--- config.mk ---
export PLATFORM = sky130hd
export DESIGN_NAME = h_resp_ctrl_flat
export DESIGN_NICKNAME = d
export VERILOG_FILES = /design/src/rtl/h_resp_ctrl_if.sv /design/src/rtl/h_resp_ctrl.sv /design/src/flat_wrapper.sv
export SDC_FILE = /design/constraint.sdc
export NUM_CORES = 1
export LEC_CHECK = 0
export BUFFER_PORTS_ARGS = -buffer_cell sky130_fd_sc_hd__buf_4
export CAP_MARGIN = 20
export CORE_UTILIZATION = 45
export DETAILED_ROUTE_END_ITERATION = 12
export PLACE_DENSITY = 0.72
export SYNTH_ARGS = -nofsm -noshare
export SYNTH_HDL_FRONTEND = slang
export SYNTH_SLANG_ARGS = --single-unit
export TNS_END_PERCENT = 30
--- constraint.sdc ---
create_clock -name h_clk -period 2.4 [get_ports h_clk]
set_clock_uncertainty 0.2 [all_clocks]
set_input_delay 0.12 -clock h_clk [delete_from_list [all_inputs] [get_ports h_clk]]
set_output_delay 0.12 -clock h_clk [all_outputs]
set_load 0.01 [all_outputs]
--- src/rtl/h_resp_ctrl_if.sv ---
// AHB data-phase / APB completion signals seen by the response controller,
// plus the error-mask, statistics-clear and debug statistics outputs.
interface h_resp_ctrl_if #(
    parameter int NUM_SLV = 4,
    parameter int CNT_W   = 16
) ();
    localparam int SLV_W = $clog2(NUM_SLV);

    logic [1:0]         h_trans;
    logic               h_sel;
    logic               h_ready_in;
    logic               slave_error;
    logic [NUM_SLV-1:0] p_sel;
    logic               p_enable;
    logic [NUM_SLV-1:0] p_ready;
    logic [NUM_SLV-1:0] p_slverr;
    logic [NUM_SLV-1:0] err_mask;
    logic               clr_stat;
    logic               h_resp;
    logic               h_readyout;
    logic               p_abort;
    logic [CNT_W-1:0]   err_cnt;
    logic [1:0]         err_code;
    logic [SLV_W-1:0]   err_slv;

    modport slave (
        input  h_trans, h_sel, h_ready_in, slave_error,
        input  p_sel, p_enable, p_ready, p_slverr, err_mask, clr_stat,
        output h_resp, h_readyout, p_abort, err_cnt, err_code, err_slv
    );

    modport master (
        output h_trans, h_sel, h_ready_in, slave_error,
        output p_sel, p_enable, p_ready, p_slverr, err_mask, clr_stat,
        input  h_resp, h_readyout, p_abort, err_cnt, err_code, err_slv
    );
endinterface

--- src/rtl/h_resp_ctrl.sv ---
// AHB response/wait-state controller for the AHB-APB bridge: OKAY/ERROR
// responses, PREADY timeout with abort, and error statistics.
//
// state | meaning
// IDLE  | no data phase pending, zero-wait OKAY (readyout=1, resp=0)
// WAIT  | APB access in flight, wait states inserted (0,0)
// ERR1  | first ERROR cycle (0,1)
// ERR2  | second ERROR cycle, ends data phase, may accept next (1,1)
module h_resp_ctrl #(
    parameter int NUM_SLV = 4,
    parameter int TIMEOUT = 255,
    parameter int TO_W    = 8,
    parameter int CNT_W   = 16
) (
    input  logic          h_clk,
    input  logic          h_resetn,
    h_resp_ctrl_if.slave  bus
);
    localparam int SLV_W = $clog2(NUM_SLV);
    localparam int unsigned TO_LAST_I = (TIMEOUT == 0) ? 0 : TIMEOUT - 1;
    localparam logic [TO_W-1:0] TO_LAST = TO_W'(TO_LAST_I);

    typedef enum logic [1:0] {IDLE, WAIT, ERR1, ERR2} state_t;

    state_t             state, state_nxt;
    logic [TO_W-1:0]    to_cnt, to_cnt_nxt;
    logic               accept, done, slv_err, timeout;
    logic [NUM_SLV-1:0] hit;
    logic [SLV_W-1:0]   sel_idx;
    logic               abort_nxt, err_upd, slv_upd;
    logic [1:0]         code_nxt;

    logic               resp_q, readyout_q, abort_q;
    logic [CNT_W-1:0]   cnt_q;
    logic [1:0]         code_q;
    logic [SLV_W-1:0]   slv_q;

    assign accept  = bus.h_sel & bus.h_ready_in & bus.h_trans[1];
    assign hit     = bus.p_sel & bus.p_ready;
    assign done    = bus.p_enable & (|hit);
    assign slv_err = |(hit & bus.p_slverr & ~bus.err_mask);
    assign timeout = (TIMEOUT != 0) && (to_cnt == TO_LAST);

    // p_sel is one-hot; scanning downwards leaves the lowest set bit.
    always_comb begin
        sel_idx = '0;
        for (int i = NUM_SLV - 1; i >= 0; i--) begin
            if (bus.p_sel[i]) sel_idx = SLV_W'(i);
        end
    end

    always_comb begin
        state_nxt  = state;
        to_cnt_nxt = to_cnt;
        abort_nxt  = 1'b0;
        err_upd    = 1'b0;
        slv_upd    = 1'b0;
        code_nxt   = 2'b00;
        case (state)
            IDLE, ERR2: begin
                state_nxt = IDLE;
                if (accept) begin
                    if (bus.slave_error) begin
                        state_nxt = ERR1;
                        err_upd   = 1'b1;
                        code_nxt  = 2'b10;
                    end else begin
                        state_nxt  = WAIT;
                        to_cnt_nxt = '0;
                    end
                end
            end
            WAIT: begin
                if (done) begin
                    if (slv_err) begin
                        state_nxt = ERR1;
                        err_upd   = 1'b1;
                        slv_upd   = 1'b1;
                        code_nxt  = 2'b01;
                    end else begin
                        state_nxt = IDLE;
                    end
                end else if (timeout) begin
                    state_nxt = ERR1;
                    abort_nxt = 1'b1;
                    err_upd   = 1'b1;
                    slv_upd   = 1'b1;
                    code_nxt  = 2'b11;
                end else begin
                    to_cnt_nxt = to_cnt + 1'b1;
                end
            end
            ERR1:    state_nxt = ERR2;
            default: state_nxt = IDLE;
        endcase
    end

    always_ff @(posedge h_clk or negedge h_resetn) begin
        if (!h_resetn) begin
            state      <= IDLE;
            to_cnt     <= '0;
            readyout_q <= 1'b1;
            resp_q     <= 1'b0;
            abort_q    <= 1'b0;
        end else begin
            state      <= state_nxt;
            to_cnt     <= to_cnt_nxt;
            readyout_q <= (state_nxt == IDLE) || (state_nxt == ERR2);
            resp_q     <= (state_nxt == ERR1) || (state_nxt == ERR2);
            abort_q    <= abort_nxt;
        end
    end

    // Clear takes priority over an error captured in the same cycle.
    always_ff @(posedge h_clk or negedge h_resetn) begin
        if (!h_resetn) begin
            cnt_q  <= '0;
            code_q <= 2'b00;
            slv_q  <= '0;
        end else if (bus.clr_stat) begin
            cnt_q  <= '0;
            code_q <= 2'b00;
            slv_q  <= '0;
        end else if (err_upd) begin
            if (cnt_q != {CNT_W{1'b1}}) cnt_q <= cnt_q + 1'b1;
            code_q <= code_nxt;
            if (slv_upd) slv_q <= sel_idx;
        end
    end

    assign bus.h_resp     = resp_q;
    assign bus.h_readyout = readyout_q;
    assign bus.p_abort    = abort_q;
    assign bus.err_cnt    = cnt_q;
    assign bus.err_code   = code_q;
    assign bus.err_slv    = slv_q;
endmodule

--- src/flat_wrapper.sv ---
// flat-port wrapper written by rule: the top's interface ports become plain ports
module h_resp_ctrl_flat 
#(
    parameter int NUM_SLV = 4,
    parameter int TIMEOUT = 255,
    parameter int TO_W    = 8,
    parameter int CNT_W   = 16
)
  (h_clk, h_resetn, bus_h_trans, bus_h_sel, bus_h_ready_in, bus_slave_error, bus_p_sel, bus_p_enable, bus_p_ready, bus_p_slverr, bus_err_mask, bus_clr_stat, bus_h_resp, bus_h_readyout, bus_p_abort, bus_err_cnt, bus_err_code, bus_err_slv);
  h_resp_ctrl_if #(.NUM_SLV(NUM_SLV), .CNT_W(CNT_W)) bus_i ();
  input  logic h_clk;
  input  logic h_resetn;
  input wire logic [$bits(bus_i.h_trans)-1:0] bus_h_trans;
  input wire logic [$bits(bus_i.h_sel)-1:0] bus_h_sel;
  input wire logic [$bits(bus_i.h_ready_in)-1:0] bus_h_ready_in;
  input wire logic [$bits(bus_i.slave_error)-1:0] bus_slave_error;
  input wire logic [$bits(bus_i.p_sel)-1:0] bus_p_sel;
  input wire logic [$bits(bus_i.p_enable)-1:0] bus_p_enable;
  input wire logic [$bits(bus_i.p_ready)-1:0] bus_p_ready;
  input wire logic [$bits(bus_i.p_slverr)-1:0] bus_p_slverr;
  input wire logic [$bits(bus_i.err_mask)-1:0] bus_err_mask;
  input wire logic [$bits(bus_i.clr_stat)-1:0] bus_clr_stat;
  output wire logic [$bits(bus_i.h_resp)-1:0] bus_h_resp;
  output wire logic [$bits(bus_i.h_readyout)-1:0] bus_h_readyout;
  output wire logic [$bits(bus_i.p_abort)-1:0] bus_p_abort;
  output wire logic [$bits(bus_i.err_cnt)-1:0] bus_err_cnt;
  output wire logic [$bits(bus_i.err_code)-1:0] bus_err_code;
  output wire logic [$bits(bus_i.err_slv)-1:0] bus_err_slv;
  assign bus_i.h_trans = bus_h_trans;
  assign bus_i.h_sel = bus_h_sel;
  assign bus_i.h_ready_in = bus_h_ready_in;
  assign bus_i.slave_error = bus_slave_error;
  assign bus_i.p_sel = bus_p_sel;
  assign bus_i.p_enable = bus_p_enable;
  assign bus_i.p_ready = bus_p_ready;
  assign bus_i.p_slverr = bus_p_slverr;
  assign bus_i.err_mask = bus_err_mask;
  assign bus_i.clr_stat = bus_clr_stat;
  assign bus_h_resp = bus_i.h_resp;
  assign bus_h_readyout = bus_i.h_readyout;
  assign bus_p_abort = bus_i.p_abort;
  assign bus_err_cnt = bus_i.err_cnt;
  assign bus_err_code = bus_i.err_code;
  assign bus_err_slv = bus_i.err_slv;
  h_resp_ctrl #(.NUM_SLV(NUM_SLV), .TIMEOUT(TIMEOUT), .TO_W(TO_W), .CNT_W(CNT_W)) u_core (.h_clk(h_clk), .h_resetn(h_resetn), .bus(bus_i));
endmodule
==> reports/metrics.yaml <==
yosys:
  synth_top_area_share: 0.4252
  yosys_warnings: 0
  ys_types: 43
  yosys.area.top_type: "dfrtp_1"
  synth_top_flop_cell: "dfrtp_1"
  synthArstFlopShare: 1.000
  synthTopCellsByCount: "32 x dfrtp_1, 19 x nor2_1, 15 x o21ai_0"
  yosys_register_bits: 33
  yosysMostFrequentCell: "dfrtp_1"
  synthCells: 203
  syn_area_mm2: 0.001883
  synth-edff-count: 0
  yosysSeqAreaShare: 0.4392
  syn_avg_cell_area_um2: 9.276
  syn_nets: 235
  synthTopCellsByArea: "dfrtp_1 43%, ha_1 4.7%, o21ai_0 4.0%, nor2_1 3.8%, nand4_1 3.7%"
drt:
  ant_nets: 0
  routedWlPerCell_um: 12.61
  drc: 0
  num_vias: 1690
  drtIter0Drc: 131
  viasPerCell: 5.417
  firstDrtPassIters: 4
  wirelength_um: 3933
die:
  io-pin-count: 48
  row_count: 23
  die_area_mm2: 0.004448
  fp.dieH_um: 66.69
  initial_core_util: 0.4708
  dieWidth_um: 66.69
  core_area_mm2: 0.004000
worst_setup_path:
  ff2ff_setup_slack_ns: 0.05
  critPathKind: "reg2reg"
  worstPathMaxFanout: 27
  critPathLaunchType: "register"
  reg2reg_from: "u_core.state[0]"
  cp_data_required_time_ns: 2.36
  rr_endpoint: "u_core.bus.err_cnt[0]"
  startpoint: "u_core.state[0]"
  critPathArrivalTime_ns: 2.31
  cp-end-kind: "register"
  reg2regPathDepth: 7
  critical_path.endpoint: "u_core.bus.err_cnt[0]"
status:
  status: "complete, no violations"
power:
  power_density_mw_per_mm2: 449.1
  p_clk_frac: 0.381
  ir_drop_mv: 0.2977
  power_switching_uw: 259.1
  power.internal_uw: 848.5
  total_power_uw: 1108
  switching_share: 0.2339
  p_leak_uw: 0.001154
  share_seq_of_total_power: 0.513
  p_comb_frac: 0.107
final_layout:
  fin_util: 0.6165
  drive_gt1_frac: 0.2863
  stdcell_area_mm2: 0.002466
  finalNetCount: 294
  area_growth_pct: 30.96
  n_antenna_cell: 0
timing:
  worst_pin_slew_ns: 0.5490
  drv_slew: 0
  fmax_mhz: 425.8
  period_minus_slack_ns: 2.349
  rsz0062_at_grt: "true"
  finalCritPeriodShare: 0.9786
  timing_hold_violations_final: 0
  slew-limit-headroom: 0.6316
  whs_ns: 0.01729
  setup_violations: 0
global_routing:
  antenna_found_initial: 0
  grt_pass1_vias: 1508
  grt_pass1_wl_um: 6610
  grt_util_all_layers: 0.1961
  overflow: 0
  grt_start_max_net_pins: 34
run:
  cap_violations: 0
min_path:
  hold_class: "in2reg"
placed_design:
  dpl-instance-area_mm2: 0.002316
  gp_congestion: 0.7874
  dp_hpwl_um: 2841
  io_buffers: 46
cts:
  root_buffer: "clkbuf_8"
  cts.htree.levels: 2
  post-cts-setup-buffers: 0
  clockBufferDepth: 2
  clk_pin_slew_worst_paths_ns: 0.07
  cts_tree: "yes"
  cts_buffers: 5
  cts_sinks: 33
  insertion_delay_ns: 0.28
==> critical path: stages, from the launching register on <==
cell	delay, ns
dfrtp_1	0.38
inv_1	0.06
ha_1	0.29
nand4_1	0.08
or2_2	0.30
o22a_4	0.32
and2b_1	0.27
mux2_1	0.32
==> metrics by stage <==
step           worst slack [ns]  cells  setup TNS, ns
6_report                0.05131    312              0
3_3_place_gp             0.1131    301              0
4_1_cts                 0.01801    312              0
2_1_floorplan            0.1917    203              0
3_5_place_dp            0.06229    301              0
5_1_grt                -0.04195    312       -0.05400
==> repair_timing <==
action                     in CTS  in global routing
resized for setup               0                  5
hold buffers                    4                  0
setup endpoints to repair       0                  6
hold endpoints to repair       44                  0
==> sequential cells by signal, summed over array words and instances, names as in the netlist <==
signal,cells
u_core.state,2
u_core.to_cnt,8
u_core.bus.err_code,2
u_core.bus.p_abort,1
u_core.bus.h_readyout,1
u_core.bus.err_slv,2
u_core.bus.h_resp,1
u_core.bus.err_cnt,16
==> power by group through the flow <==
stage	Clock (uW)	Sequential, uW	Combinational [uW]
finish	421	568	118
global placement	0	578	109
detailed placement	0	578	111
CTS	427	568	117
global route	456	568	130
floorplan	0	580	46.4
==> layout make-up <==
cell class | count | area, um2
fillers | 351 | 1534
inverters | 10 | 37.54
repair buffers | 57 | 437.9
well taps | 50 | 62.56
clock buffers | 7 | 86.33
flip-flops and latches | 33 | 827.0
multi-input cells | 155 | 1015
==> placed cells by master (no fill, tap or decap), types with 2 or more instances in the layout <==
cell / synthesis / layout
buf_4: 0 / 53
dfrtp_1: 32 / 32
nor2_1: 19 / 19
o21ai_0: 15 / 14
a21oi_1: 13 / 13
nand2_1: 12 / 12
nand4_1: 11 / 11
inv_1: 10 / 10
nand3_1: 10 / 10
or3_1: 10 / 10
ha_1: 7 / 7
xor2_1: 6 / 6
nor2b_1: 6 / 6
clkbuf_8: 0 / 6
nand4b_1: 4 / 4
and3_1: 4 / 4
dlygate4sd3_1: 0 / 4
and4_1: 3 / 3
nand2b_1: 3 / 3
mux2i_1: 3 / 3
a22o_1: 2 / 2
or2_2: 2 / 2
o21ai_1: 1 / 2
and4_2: 2 / 2
nor3_1: 3 / 2
or4_1: 2 / 2
mux2_2: 2 / 2
==> per-layer routing <==
| layer | wire length (um) | GRT usage |
|---|---|---|
| met1 | 1911 | 0.2602 |
| met2 | 1873 | 0.3169 |
| met3 | 133 | 0.03938 |
| met4 | 14 | 0.06383 |
| met5 | 0 | 0 |
==> kinds of logic (layout without fill, tap and decap cells) <==
| logic type | Yosys count | in the layout | synth area share |
|---|---|---|---|
| AOI/OAI and AO/OA | 40 | 40 | 0.1316 |
| muxes | 6 | 6 | 0.03389 |
| DFF | 33 | 33 | 0.4392 |
| and+or+nand+nor | 96 | 96 | 0.2864 |
| adders and majority gates | 7 | 7 | 0.04651 |
| xor gates and xnor gates | 6 | 6 | 0.02791 |
| buffers and inverters | 15 | 74 | 0.03455 |
==> worst min path at each step <==
stage	startpoint	endpoint	slack (ns)	depth (start not counted)
5_1_grt	bus_p_enable	u_core.bus.p_abort	0.04	4
4_1_cts	bus_p_enable	u_core.bus.p_abort	0.03	4
3_5_place_dp	h_resetn	u_core.bus.err_cnt[6]	-0.11	1
6_report	bus_p_enable	u_core.bus.p_abort	0.02	4
2_1_floorplan	h_resetn	u_core.bus.err_cnt[0]	-0.38	0
3_3_place_gp	h_resetn	u_core.bus.err_cnt[4]	-0.11	1
No activity file was read; power rests on OpenSTA's default activity.
